==> src/rtl/irda_mode_ctrl_pkg.sv <==
// Shared definitions for the IrDA SIR <-> FIR/MIR mode switch sequencer:
// FSM state encoding and mode select constants.
package irda_mode_ctrl_pkg;

  typedef enum logic [2:0] {
    ST_RUN    = 3'd0,
    ST_DRAIN  = 3'd1,
    ST_SETUP  = 3'd2,
    ST_HOLD   = 3'd3,
    ST_SETTLE = 3'd4
  } mode_state_e;

  localparam logic MODE_SIR  = 1'b0;
  localparam logic MODE_FAST = 1'b1;

endpackage

==> src/rtl/irda_mode_ctrl.sv <==
// Sequences a switch between the SIR and fast sub-cores: drains the host bus
// and the IR line, pulses the transceiver mode pins, then flips the router select.
module irda_mode_ctrl
  import irda_mode_ctrl_pkg::*;
#(
  parameter int SETUP_CYC  = 8,
  parameter int HOLD_CYC   = 8,
  parameter int SETTLE_CYC = 64,
  parameter int CNT_W      = 8
) (
  input  logic wb_clk_i,
  input  logic wb_rst_i,
  input  logic mode_req,
  input  logic wb_cyc_i,
  input  logic wb_ack_o,
  input  logic tx_busy,
  input  logic rx_active,
  output logic fast_mode,
  output logic bus_hold,
  output logic xcvr_sd,
  output logic xcvr_mode,
  output logic switching,
  output logic mode_done
);

  localparam logic [CNT_W-1:0] SETUP_LD  = CNT_W'(SETUP_CYC - 1);
  localparam logic [CNT_W-1:0] HOLD_LD   = CNT_W'(HOLD_CYC - 1);
  localparam logic [CNT_W-1:0] SETTLE_LD = CNT_W'(SETTLE_CYC - 1);

  mode_state_e      state_q, state_d;
  logic [CNT_W-1:0] cnt_q, cnt_d;
  logic             target_q, target_d;
  logic             fast_mode_q, fast_mode_d;
  logic             bus_hold_q, bus_hold_d;
  logic             xcvr_sd_q, xcvr_sd_d;
  logic             xcvr_mode_q, xcvr_mode_d;
  logic             mode_done_q, mode_done_d;

  always_ff @(posedge wb_clk_i or posedge wb_rst_i) begin
    if (wb_rst_i) begin
      state_q     <= ST_RUN;
      cnt_q       <= '0;
      target_q    <= MODE_SIR;
      fast_mode_q <= MODE_SIR;
      bus_hold_q  <= 1'b0;
      xcvr_sd_q   <= 1'b0;
      xcvr_mode_q <= MODE_SIR;
      mode_done_q <= 1'b0;
    end else begin
      state_q     <= state_d;
      cnt_q       <= cnt_d;
      target_q    <= target_d;
      fast_mode_q <= fast_mode_d;
      bus_hold_q  <= bus_hold_d;
      xcvr_sd_q   <= xcvr_sd_d;
      xcvr_mode_q <= xcvr_mode_d;
      mode_done_q <= mode_done_d;
    end
  end

  always_comb begin
    state_d     = state_q;
    target_d    = target_q;
    fast_mode_d = fast_mode_q;
    bus_hold_d  = bus_hold_q;
    xcvr_sd_d   = xcvr_sd_q;
    xcvr_mode_d = xcvr_mode_q;
    mode_done_d = 1'b0;
    cnt_d       = (cnt_q != '0) ? cnt_q - 1'b1 : cnt_q;

    unique case (state_q)
      ST_RUN: begin
        bus_hold_d = 1'b0;
        if (mode_req != fast_mode_q) begin
          target_d = mode_req;
          state_d  = ST_DRAIN;
        end
      end
      ST_DRAIN: begin
        // Until the bus is held the request may still be withdrawn; afterwards
        // the latched target is committed.
        if (!bus_hold_q) begin
          if (mode_req == fast_mode_q) begin
            state_d = ST_RUN;
          end else if (!wb_cyc_i || wb_ack_o) begin
            bus_hold_d = 1'b1;
          end
        end else if (!tx_busy && !rx_active) begin
          state_d     = ST_SETUP;
          xcvr_sd_d   = 1'b1;
          xcvr_mode_d = target_q;
          cnt_d       = SETUP_LD;
        end
      end
      ST_SETUP: begin
        if (cnt_q == '0) begin
          state_d   = ST_HOLD;
          xcvr_sd_d = 1'b0;
          cnt_d     = HOLD_LD;
        end
      end
      ST_HOLD: begin
        if (cnt_q == '0) begin
          state_d     = ST_SETTLE;
          fast_mode_d = target_q;
          cnt_d       = SETTLE_LD;
        end
      end
      ST_SETTLE: begin
        if (cnt_q == '0) begin
          state_d     = ST_RUN;
          bus_hold_d  = 1'b0;
          mode_done_d = 1'b1;
        end
      end
      default: begin
        state_d    = ST_RUN;
        bus_hold_d = 1'b0;
      end
    endcase
  end

  assign fast_mode = fast_mode_q;
  assign bus_hold  = bus_hold_q;
  assign xcvr_sd   = xcvr_sd_q;
  assign xcvr_mode = xcvr_mode_q;
  assign mode_done = mode_done_q;
  assign switching = (state_q != ST_RUN);

endmodule

==> config.mk <==
export PLATFORM = sky130hd
export DESIGN_NAME = irda_mode_ctrl
export DESIGN_NICKNAME = d
export VERILOG_FILES = /design/src/rtl/irda_mode_ctrl_pkg.sv /design/src/rtl/irda_mode_ctrl.sv
export SDC_FILE = /design/constraint.sdc
export NUM_CORES = 1
export LEC_CHECK = 0
export BUFFER_PORTS_ARGS = -buffer_cell sky130_fd_sc_hd__buf_2
export CAP_MARGIN = 20
export CORE_MARGIN = 5
export CORE_UTILIZATION = 58
export DETAILED_ROUTE_END_ITERATION = 10
export GPL_TIMING_DRIVEN = 0
export PLACE_DENSITY = 0.92
export REMOVE_ABC_BUFFERS = 1
export SYNTH_ARGS = -nofsm -noshare
export SYNTH_HDL_FRONTEND = slang
export SYNTH_SLANG_ARGS = --single-unit
==> constraint.sdc <==
create_clock -name wb_clk_i -period 3.8 [get_ports wb_clk_i]
set_input_delay 0.57 -clock wb_clk_i [delete_from_list [all_inputs] [get_ports wb_clk_i]]
set_output_delay 0.57 -clock wb_clk_i [all_outputs]
set_load 0.02 [all_outputs]
==> results by group <==
Critical path
  • Sequence of cells on the critical path: nor3_1 > inv_1 > buf_2
  • Critical Path RT: about 3200 ps
  • Crit Reg-Reg Startpoint: cnt_q[4]
  • R2R cell count: 5
  • Delay of the slowest cell on the worst path: 510 ps
  • Type of element capturing the critical path: primary output
  • Maximum fanout along the worst path: 11
  • CP max stage cell: sky130_fd_sc_hd__dfrtp_1
  • Category of the worst setup path launch point: register
  • Critical path class: reg -> out
  • Worst r2r dst: cnt_q[0]
  • Register-to-register setup slack: approximately 1900 ps
  • Data arrival time of the critical path: roughly 1300 ps

Global route
  • Total overflow reported by the global router: 0
  • Largest net degree at the start of global routing: 18
  • Total Routing Usage GR: approximately 16%
  • Number of global-route vias before repair: between 700 and 800
  • Antenna violations before repair: 0
  • Wire length of the first global-routing pass: 3130 um

Timing
  • Total count of hold-check failures in the final report: 0
  • Worst slew pin tran: roughly 620 ps
  • Ratio of final minimum period to clock period: between 40 and 50%
  • Min Clock Period, post-route: about 1900 ps
  • Max Transition Viols Final: 0
  • Max Clk Rate: about 530 MHz
  • Count of final setup violators: 0
  • Worst hold slack across all endpoints: about 330 ps
  • Worst slew margin relative to its limit: 58.3%
  • Final Worst Setup Slack: 1910 ps
  • Worst setup skew after layout: between 2 and 2.5 ps
  • Sum of negative setup slack: 0 ps
  • Unrepaired setup endpoints after global routing: no

Synth
  • Library cells used by synthesis: 35
  • Cell taking the most area after synthesis: sky130_fd_sc_hd__dfrtp_1
  • Fraction of post-synthesis cell area in the top cell type by area: between 40% and 50%
  • Avg Synthesized Cell Area: just over 10 um2
  • Post-synth design cell area: between 900 and 1000 um2
  • Synth area leaders: sky130_fd_sc_hd__dfrtp_1 (46%), sky130_fd_sc_hd__ha_1 (4.1%), sky130_fd_sc_hd__nor2_1 (4.1%)
  • Count of flip-flops with a built-in enable after synthesis: 0
  • Dominant register cell in the synthesized netlist: sky130_fd_sc_hd__dfrtp_1
  • FF+latch count, synth: 17
  • Synthesized netlist cell count: 90
  • Part of the Yosys area used for sequential elements: between 40% and 50%
  • Yosys warnings: 0
  • Async S/R FF share, synth: 100%

Route
  • Total number of vias: about 700
  • Iteration-0 DRC Markers: 19
  • Number of iterations in the first detailed-routing pass: 4
  • Routed len/inst: between 10 and 15 um
  • Total wirelength of the detailed-routed design: 1730 um
  • Met3 Wirelength: 97 um
  • Met2 wire len: approximately 900 um
  • Post-route met1 wirelength: approximately 740 um
  • Routed vias/inst: between 5 and 6
  • Top Layer Used: met3
  • Remaining DRCs: 0
  • Number of nets with antenna violations after detailed routing: 0

CTS
  • CTS tree: done
  • Buffer cell driving the clock tree root: sky130_fd_sc_hd__clkbuf_4
  • Clock-pin slew on the worst setup and hold paths: roughly 100 ps
  • Clock tree sinks: 17
  • Clock buffer count from CTS: 3
  • Cts-stage hold buffer count: 0
  • Count of instances resized after the clock tree is built: 0
  • H-Tree Level Count: 1
  • Deepest clock path buffer count: 2
  • Worst-skew pair later-pin latency: approximately 290 ps
  • Buffers inserted by post-CTS timing repair: 0

Placed design
  • Pre-CTS WS: just under 2000 ps
  • Final HPWL from detailed placement: approximately 1400 um
  • Port bufs: 12
  • Final RePlAce weighted congestion: ~0.8

Pwr
  • P_int: between 400 and 500 uW
  • Max VDD drop: between 0.5 and 0.6 mV
  • Reported net switching power: roughly 300 uW
  • Clock power frac: around an eighth
  • Power, Total: 742 uW
  • Reported leakage power: between 0.4 and 0.5 nW
  • Net switching share of the total power: 41.3%
  • Part of the power in combinational logic: between 30% and 40%
  • Pwr per Cell Area: 744 nW/um2
  • Reg power frac: 47.6%

Die
  • Standard-cell row count: 14
  • Die height: between 40 and 50 um
  • Die Outline Area: around 2500 um2
  • I/O pin cnt: 13
  • Core box area: 1510 um2
  • Die width: 49.7 um
  • Starting density of the core: just over 60%

Final layout
  • Final layout net count: roughly 110
  • Ratio of cells with drive above 1 in the final layout: between 20% and 30%
  • Filler cell count in the final layout: 127
  • Commonest cells after routing, fill and taps aside: sky130_fd_sc_hd__dfrtp_1 (17), sky130_fd_sc_hd__buf_2 (12), sky130_fd_sc_hd__nor2_1 (10)
  • Signed area change from the synthesized netlist to the final layout: 8.88%
  • Total inserted antenna cells: 0
  • Most frequent standard cell in the layout excluding fill and tap cells: sky130_fd_sc_hd__dfrtp_1

Run
  • Max-cap violations: 0

Status
  • Outcome: finished, final reports clean

Hold path
  • Path class of the lowest-slack min-delay path: in -> async
## critical path: cells and delay by family, from the launching register on
kind / cells / cell delay (ps)
flip-flops: 1 / 510
AND/OR/NAND/NOR: 1 / 270
buffers and inverters: 2 / 240
## cells by family after synthesis
logic type | Yosys count | synth area share (%)
AND/OR/NAND/NOR | 32 | 20.5
AO/OA/AOI/OAI | 18 | 13.1
XOR/XNOR | 8 | 7.65
buffers and inverters | 10 | 5.33
flip-flops | 17 | 46.4
multiplexers | 2 | 2.87
adder cells (fa/ha/maj) | 3 | 4.10
## through the flow
step                std cells  instance area, um2  utilization (%)
finish                    118                 997             66.2
CTS                       118                 997             66.2
detailed placement        114                 970             64.4
global route              118                 997             66.2
floorplan                  86                 890                -
global placement          114                 970             64.4
## routing by layer
metal	up-vias	GRT usage, %
li1	332	-
met1	343	19.8
met2	20	26.7
met3	0	5.72
met4	0	1.31
met5	-	0
## flip-flops by register name, summed over array words and instances (netlist names)
register and cells:
bus_hold 1, cnt_q 8, fast_mode 1, mode_done 1, state_q 3, target_q 1, xcvr_mode 1, xcvr_sd 1
## cell type report
type	count	area (um2)	area share, %
clock buffers	3	22.5	2.26
flip-flops and latches	17	425	42.7
clock inverters	1	5.00	0.502
inverters	6	22.5	2.26
repair buffers	12	60.1	6.02
multi-input cells	63	442	44.3
well taps	16	20.0	2.01
## cells in the mapped netlist (all sizes together) (2+ instances only)
master,instances
buf,2
xor2,4
nor2,10
nor3,3
mux2,2
nand2b,2
clkbuf,2
ha,3
o21ai,7
nand3,3
a21oi,3
xnor2,4
nand2,7
inv,6
dfrtp,17
## worst max path at each step
stage,startpoint,endpoint,cells after the start
after floorplan,cnt_q[5],cnt_q[0],5
after global placement,cnt_q[5],cnt_q[0],5
after detailed placement,cnt_q[5],cnt_q[0],5
after CTS,state_q[2],switching,3
after global routing,state_q[1],switching,3
final,state_q[1],switching,3
## power by group through the flow
| stage | Clock, mW | Combinational, mW | Sequential, mW |
|---|---|---|---|
| final | 0.0982 | 0.290 | 0.353 |
| after CTS | 0.102 | 0.294 | 0.353 |
| after detailed placement | 0 | 0.293 | 0.356 |
| after floorplan | 0 | 0.208 | 0.359 |
| after global routing | 0.109 | 0.328 | 0.367 |
| after global placement | 0 | 0.275 | 0.348 |
Note: power is estimated with default switching activity, not from simulation.
